$ cat src/rtl/fetch_stage_if.sv
// Fetch-stage boundary signals: hazard-unit stall, ID-stage redirect
// controls and targets, instruction-memory read path, and the IF/ID
// register plus performance counters presented back to the pipeline.
interface fetch_stage_if #(
  parameter int CNT_W = 16
);
  logic             Stall;
  logic [1:0]       ID_PCSrc;
  logic             BranchTaken;
  logic [31:0]      BranchTarget;
  logic [31:0]      JumpTarget;
  logic [31:0]      JrTarget;
  logic [31:0]      Instr;
  logic [31:0]      PC;
  logic [31:0]      IF_ID_Instr;
  logic [31:0]      IF_ID_PCPlus4;
  logic             IF_ID_Valid;
  logic [CNT_W-1:0] StallCount;
  logic [CNT_W-1:0] FlushCount;

  // Pipeline/memory side: drives controls and fetched data, observes fetch state.
  modport master (
    output Stall, ID_PCSrc, BranchTaken, BranchTarget, JumpTarget, JrTarget, Instr,
    input  PC, IF_ID_Instr, IF_ID_PCPlus4, IF_ID_Valid, StallCount, FlushCount
  );

  // Fetch stage side.
  modport slave (
    input  Stall, ID_PCSrc, BranchTaken, BranchTarget, JumpTarget, JrTarget, Instr,
    output PC, IF_ID_Instr, IF_ID_PCPlus4, IF_ID_Valid, StallCount, FlushCount
  );
endinterface

$ cat src/rtl/fetch_stage.sv
// Instruction fetch stage: PC register, IF/ID pipeline register and
// saturating stall/flush counters. Each cycle is one of three modes:
// stall (hold everything), flush (redirect PC, insert a bubble) or
// run (sequential fetch).
module fetch_stage #(
  parameter logic [31:0] RESET_PC  = 32'h0000_0000,
  parameter logic [31:0] NOP_INSTR = 32'h0000_0000,
  parameter int          CNT_W     = 16
) (
  input  logic          clk,
  input  logic          reset,
  fetch_stage_if.slave  bus
);

  localparam logic [1:0] SRC_SEQ    = 2'b00;
  localparam logic [1:0] SRC_BRANCH = 2'b01;
  localparam logic [1:0] SRC_JUMP   = 2'b10;
  localparam logic [1:0] SRC_JR     = 2'b11;

  // Cycle mode; purely combinational, there is no sequencing state.
  typedef enum logic [1:0] {
    MODE_RUN   = 2'b00,
    MODE_STALL = 2'b01,
    MODE_FLUSH = 2'b10
  } mode_e;

  logic [31:0]      pc_q, pc_d;
  logic [31:0]      if_id_instr_q, if_id_instr_d;
  logic [31:0]      if_id_pcplus4_q, if_id_pcplus4_d;
  logic             if_id_valid_q, if_id_valid_d;
  logic [CNT_W-1:0] stall_cnt_q, stall_cnt_d;
  logic [CNT_W-1:0] flush_cnt_q, flush_cnt_d;

  logic             redirect;
  logic [31:0]      pc_plus4;
  logic [31:0]      redirect_target;
  mode_e            mode;

  // Decode the redirect request and pick its target; a not-taken branch
  // falls back to sequential fetch.
  always_comb begin
    redirect        = 1'b0;
    redirect_target = bus.BranchTarget;
    pc_plus4        = pc_q + 32'd4;
    case (bus.ID_PCSrc)
      SRC_BRANCH: begin
        redirect        = bus.BranchTaken;
        redirect_target = bus.BranchTarget;
      end
      SRC_JUMP: begin
        redirect        = 1'b1;
        redirect_target = bus.JumpTarget;
      end
      SRC_JR: begin
        redirect        = 1'b1;
        redirect_target = bus.JrTarget;
      end
      default: begin
        redirect        = 1'b0;
        redirect_target = pc_plus4;
      end
    endcase

    if (bus.Stall) begin
      mode = MODE_STALL;
    end else if (redirect) begin
      mode = MODE_FLUSH;
    end else begin
      mode = MODE_RUN;
    end
  end

  // Next-state for PC, IF/ID and counters; stall holds, so it only
  // touches the stall counter.
  always_comb begin
    pc_d            = pc_q;
    if_id_instr_d   = if_id_instr_q;
    if_id_pcplus4_d = if_id_pcplus4_q;
    if_id_valid_d   = if_id_valid_q;
    stall_cnt_d     = stall_cnt_q;
    flush_cnt_d     = flush_cnt_q;

    case (mode)
      MODE_STALL: begin
        if (stall_cnt_q != {CNT_W{1'b1}}) begin
          stall_cnt_d = stall_cnt_q + CNT_W'(1);
        end
      end
      MODE_FLUSH: begin
        // The instruction fetched this cycle is on the wrong path: squash
        // it but keep its PC+4 so the bubble still carries an address.
        pc_d            = redirect_target;
        if_id_instr_d   = NOP_INSTR;
        if_id_pcplus4_d = pc_plus4;
        if_id_valid_d   = 1'b0;
        if (flush_cnt_q != {CNT_W{1'b1}}) begin
          flush_cnt_d = flush_cnt_q + CNT_W'(1);
        end
      end
      default: begin
        pc_d            = pc_plus4;
        if_id_instr_d   = bus.Instr;
        if_id_pcplus4_d = pc_plus4;
        if_id_valid_d   = 1'b1;
      end
    endcase
  end

  // State registers with asynchronous active-low reset.
  always_ff @(posedge clk or negedge reset) begin
    if (!reset) begin
      pc_q            <= RESET_PC;
      if_id_instr_q   <= NOP_INSTR;
      if_id_pcplus4_q <= 32'h0000_0000;
      if_id_valid_q   <= 1'b0;
      stall_cnt_q     <= '0;
      flush_cnt_q     <= '0;
    end else begin
      pc_q            <= pc_d;
      if_id_instr_q   <= if_id_instr_d;
      if_id_pcplus4_q <= if_id_pcplus4_d;
      if_id_valid_q   <= if_id_valid_d;
      stall_cnt_q     <= stall_cnt_d;
      flush_cnt_q     <= flush_cnt_d;
    end
  end

  assign bus.PC            = pc_q;
  assign bus.IF_ID_Instr   = if_id_instr_q;
  assign bus.IF_ID_PCPlus4 = if_id_pcplus4_q;
  assign bus.IF_ID_Valid   = if_id_valid_q;
  assign bus.StallCount    = stall_cnt_q;
  assign bus.FlushCount    = flush_cnt_q;

endmodule

$ cat src/flat_wrapper.sv
// flat-port wrapper written by rule: the top's interface ports become plain ports
module fetch_stage_flat 
#(
  parameter logic [31:0] RESET_PC  = 32'h0000_0000,
  parameter logic [31:0] NOP_INSTR = 32'h0000_0000,
  parameter int          CNT_W     = 16
)
  (clk, reset, bus_Stall, bus_ID_PCSrc, bus_BranchTaken, bus_BranchTarget, bus_JumpTarget, bus_JrTarget, bus_Instr, bus_PC, bus_IF_ID_Instr, bus_IF_ID_PCPlus4, bus_IF_ID_Valid, bus_StallCount, bus_FlushCount);
  fetch_stage_if #(.CNT_W(CNT_W)) bus_i ();
  input  logic clk;
  input  logic reset;
  input wire logic [$bits(bus_i.Stall)-1:0] bus_Stall;
  input wire logic [$bits(bus_i.ID_PCSrc)-1:0] bus_ID_PCSrc;
  input wire logic [$bits(bus_i.BranchTaken)-1:0] bus_BranchTaken;
  input wire logic [$bits(bus_i.BranchTarget)-1:0] bus_BranchTarget;
  input wire logic [$bits(bus_i.JumpTarget)-1:0] bus_JumpTarget;
  input wire logic [$bits(bus_i.JrTarget)-1:0] bus_JrTarget;
  input wire logic [$bits(bus_i.Instr)-1:0] bus_Instr;
  output wire logic [$bits(bus_i.PC)-1:0] bus_PC;
  output wire logic [$bits(bus_i.IF_ID_Instr)-1:0] bus_IF_ID_Instr;
  output wire logic [$bits(bus_i.IF_ID_PCPlus4)-1:0] bus_IF_ID_PCPlus4;
  output wire logic [$bits(bus_i.IF_ID_Valid)-1:0] bus_IF_ID_Valid;
  output wire logic [$bits(bus_i.StallCount)-1:0] bus_StallCount;
  output wire logic [$bits(bus_i.FlushCount)-1:0] bus_FlushCount;
  assign bus_i.Stall = bus_Stall;
  assign bus_i.ID_PCSrc = bus_ID_PCSrc;
  assign bus_i.BranchTaken = bus_BranchTaken;
  assign bus_i.BranchTarget = bus_BranchTarget;
  assign bus_i.JumpTarget = bus_JumpTarget;
  assign bus_i.JrTarget = bus_JrTarget;
  assign bus_i.Instr = bus_Instr;
  assign bus_PC = bus_i.PC;
  assign bus_IF_ID_Instr = bus_i.IF_ID_Instr;
  assign bus_IF_ID_PCPlus4 = bus_i.IF_ID_PCPlus4;
  assign bus_IF_ID_Valid = bus_i.IF_ID_Valid;
  assign bus_StallCount = bus_i.StallCount;
  assign bus_FlushCount = bus_i.FlushCount;
  fetch_stage #(.RESET_PC(RESET_PC), .NOP_INSTR(NOP_INSTR), .CNT_W(CNT_W)) u_core (.clk(clk), .reset(reset), .bus(bus_i));
endmodule
$ cat config.mk
export PLATFORM = sky130hd
export DESIGN_NAME = fetch_stage_flat
export DESIGN_NICKNAME = d
export VERILOG_FILES = /design/src/rtl/fetch_stage_if.sv /design/src/rtl/fetch_stage.sv /design/src/flat_wrapper.sv
export SDC_FILE = /design/constraint.sdc
export NUM_CORES = 1
export LEC_CHECK = 0
export CORE_ASPECT_RATIO = 1.1
export CORE_UTILIZATION = 42
export CTS_CLUSTER_SIZE = 30
export DETAILED_ROUTE_END_ITERATION = 8
export GPL_ROUTABILITY_DRIVEN = 1
export MAX_ROUTING_LAYER = met4
export PLACE_DENSITY = 0.8
export SYNTH_ARGS = -nofsm -noshare
export SYNTH_HDL_FRONTEND = slang
export SYNTH_SLANG_ARGS = --single-unit
$ cat constraint.sdc
create_clock -name clk -period 2.3 [get_ports clk]
set_clock_uncertainty 0.15 [all_clocks]
set_input_delay 0.23 -clock clk [delete_from_list [all_inputs] [get_ports clk]]
set_output_delay 0.23 -clock clk [all_outputs]
set_load 0.005 [all_outputs]
==> results_dict.tcl <==
set metrics [dict create \
    synth_common_cells "dfrtp_1 (129), nand2_1 (114), o21ai_0 (58)" \
    setup.worst_path.end "u_core.bus.PC[11]" \
    critPathArrivalTime_ns 2.28 \
    hold_viol 0 \
    cp-startpoint "u_core.bus.PC[5]" \
    yosys.area.top_type "dfrtp_1" \
    slew_headroom 0.396 \
    synth.most_common_cell "dfrtp_1" \
    power.leakage_nw 4.56 \
    slew_viol_final 0 \
    place_hpwl_mm 17.3 \
    path_cells "buf_4 -> nand4_2 -> buf_4 -> nor3_1 -> a31oi_1 -> o22a_1" \
    ant_nets 0 \
    fin_crit_sh 0.924 \
    grt_pass1_vias 7327 \
    peakVddDrop_mv 0.459 \
    worst_setup_path_end_kind "flop" \
    async_reset_ff_frac 1.00 \
    max-cap-violations 0 \
    synth_cells 793 \
    synth_area_leaders "dfrtp_1 (44%), nand2_1 (5.9%), mux2i_1 (4.7%), o21ai_0 (4.0%), nor2_1 (2.7%)" \
    overflow 0 \
    cts_buffers 17 \
    die_h_um 140 \
    r2r_cells 6 \
    die_area_mm2 0.0179 \
    clockBufferDepth 2 \
    setup_slack_ns 0.175 \
    syn_nets 930 \
    synth.avg_cell_area_um2 9.17 \
    netlist_area_mm2 0.00728 \
    worst_ep_required_time_ns 2.45 \
    wl_mm 23.8 \
    grt_first_pass_wirelength_mm 38.2 \
    synth_seq_cells 129 \
    clkSinkCount 129 \
    final_cells 1311 \
    drive_gt1_frac 0.110 \
    p_per_area_mw_per_mm2 741 \
    drtIter0Drc 668 \
    start_kind "flop" \
    vias 7404 \
    reg2reg_to "u_core.bus.PC[11]" \
    placed_cells 1278 \
    start_util 0.429 \
    postCtsSetupBuffers 0 \
    grt_max_degree 140 \
    die_w_um 127 \
    path_clk_slew_ns 0.07 \
    drt_pass1_iterations 5 \
    synth_ff_type "dfrtp_1" \
    vias_per_cell 5.65 \
    pre_cts_slack_ns 0.132 \
    status "finished, final reports clean" \
    ys_warn_count 0 \
    htreeDepth 4 \
    io_pins 263 \
    grt_util_all_layers 0.281 \
    cp_slowest_stage_delay_ns 0.51 \
    hp-class "in -> reg" \
    antenna_found_initial 0 \
    rows 50 \
    final.setup.tns_ns 0 \
    yosysUniqueCellTypes 64 \
    max_freq_mhz 471 \
    tritoncts "done" \
    worstMarginPinSlew_ns 0.902 \
    cp_slowest_cell "nor3_1" \
    finalSetupViolCount 0 \
    worst-setup-path-type "reg -> reg" \
    wl_per_cell_um 18.1 \
    rsz0062_at_grt "false" \
    area_growth_pct 51.0 \
    synth-edff-count 0 \
    rr_startpoint "u_core.bus.PC[5]" \
    yosys.area.top_type_share 0.444 \
    core_region_area_mm2 0.0170 \
    cpMostUsedCell "buf_4" \
    insertedDiodeCount 0 \
    p_total_mw 8.14 \
    fin_crit_ns 2.13 \
    clk_latency_ns 0.42 \
    port_buffers 262 \
    cts_root_buffer "clkbuf_16" \
    whs_ns 0.0821 \
    r2r_setup_slack_ns 0.17 \
    nNetsFinal 1201 \
    yosysSeqAreaShare 0.444 \
    remaining_drc_errors 0 \
    globalplace.congestion 0.917 \
    cp_max_fo 9 \
]
cell families after synthesis:
| kind of cell | after synthesis | synth area share |
|---|---|---|
| AOI/OAI and AO/OA | 187 | 0.172 |
| adders and majority gates | 3 | 0.00516 |
| and+or+nand+nor | 317 | 0.225 |
| buffers and inverters | 74 | 0.0433 |
| xor gates and xnor gates | 36 | 0.0433 |
| DFF | 129 | 0.444 |
| muxes | 47 | 0.0669 |
per-stage QoR:
step | instance area [µm²] | utilization
final | 11000 | 0.648
after global routing | 11000 | 0.648
after CTS | 11000 | 0.648
after detailed placement | 10400 | 0.611
after global placement | 10400 | 0.611
after floorplan | 7280 | -
how the worst min path moves through the flow:
stage	depth (start not counted)	slack [ns]	startpoint	to
2_1_floorplan	0	-0.22	reset	u_core.bus.FlushCount[0]
3_3_place_gp	1	0.08	reset	u_core.bus.IF_ID_Instr[13]
6_report	3	0.08	bus_Stall	u_core.bus.StallCount[0]
4_1_cts	3	0.06	bus_Stall	u_core.bus.StallCount[0]
3_5_place_dp	1	0.08	reset	u_core.bus.IF_ID_Instr[13]
5_1_grt	3	0.08	bus_Stall	u_core.bus.StallCount[0]
critical path, delay by kind of cell (launching register included):
kind	cells	cell delay, ns
AND/OR/NAND/NOR	2	0.73
buffers and inverters	2	0.40
AO/OA/AOI/OAI	2	0.39
flip-flops	1	0.34
sequential cells by signal (all words and copies together) (netlist names):
name / flops
u_core.bus.FlushCount: 16
u_core.bus.IF_ID_PCPlus4: 32
u_core.bus.IF_ID_Instr: 32
u_core.bus.IF_ID_Valid: 1
u_core.bus.StallCount: 16
u_core.bus.PC: 32
layout make-up:
cell class / instances / area [µm²]
Tap cell: 234 / 293
Clock buffer: 19 / 443
Clock inverter: 13 / 175
Multi-Input combinational cell: 590 / 3740
Sequential cell: 129 / 3230
Timing Repair Buffer: 317 / 3070
Fill cell: 1366 / 5960
Inverter: 9 / 33.8
metal layers:
metal	routed length [µm]	GRT usage	vias up
li1	-	-	3468
met2	11700	0.459	365
met1	9830	0.352	3520
met4	606	0.0952	0
met3	1660	0.0493	51
met5	0	-	-
report_power, final:
| group | switching [mW] | internal (mW) | leakage (nW) |
|---|---|---|---|
| registers | 0.403 | 2.63 | 1.60 |
| clock network | 1.09 | 1.75 | 0.295 |
| logic | 0.960 | 1.31 | 2.66 |
| total | 2.45 | 5.69 | 4.56 |
cell usage in the layout (no fill, tap or decap), types with 5 or more instances in the layout:
cell | netlist | layout
a21oi_1 | 26 | 25
a221oi_1 | 5 | 5
a22o_1 | 5 | 5
a22oi_1 | 14 | 14
a31oi_1 | 15 | 15
and2_1 | 5 | 5
and3_1 | 13 | 13
and4_1 | 8 | 8
buf_4 | 2 | 52
clkbuf_16 | 0 | 17
clkdlybuf4s50_1 | 0 | 258
dfrtp_1 | 129 | 129
inv_1 | 9 | 9
mux2_2 | 13 | 13
mux2i_1 | 34 | 34
nand2_1 | 114 | 114
nand3_1 | 31 | 31
nand4_1 | 24 | 24
nand4_2 | 5 | 5
nor2_1 | 53 | 53
nor3_1 | 22 | 22
nor4_1 | 9 | 9
o211ai_1 | 6 | 6
o21ai_0 | 58 | 58
o22a_1 | 6 | 6
xnor2_1 | 19 | 19
xor2_1 | 17 | 17
timing repair:
action	CTS	global route
gates resized for setup	0	0
hold endpoints to repair	35	0
hold buffers	1	0
(Power assumes the default switching activity.)
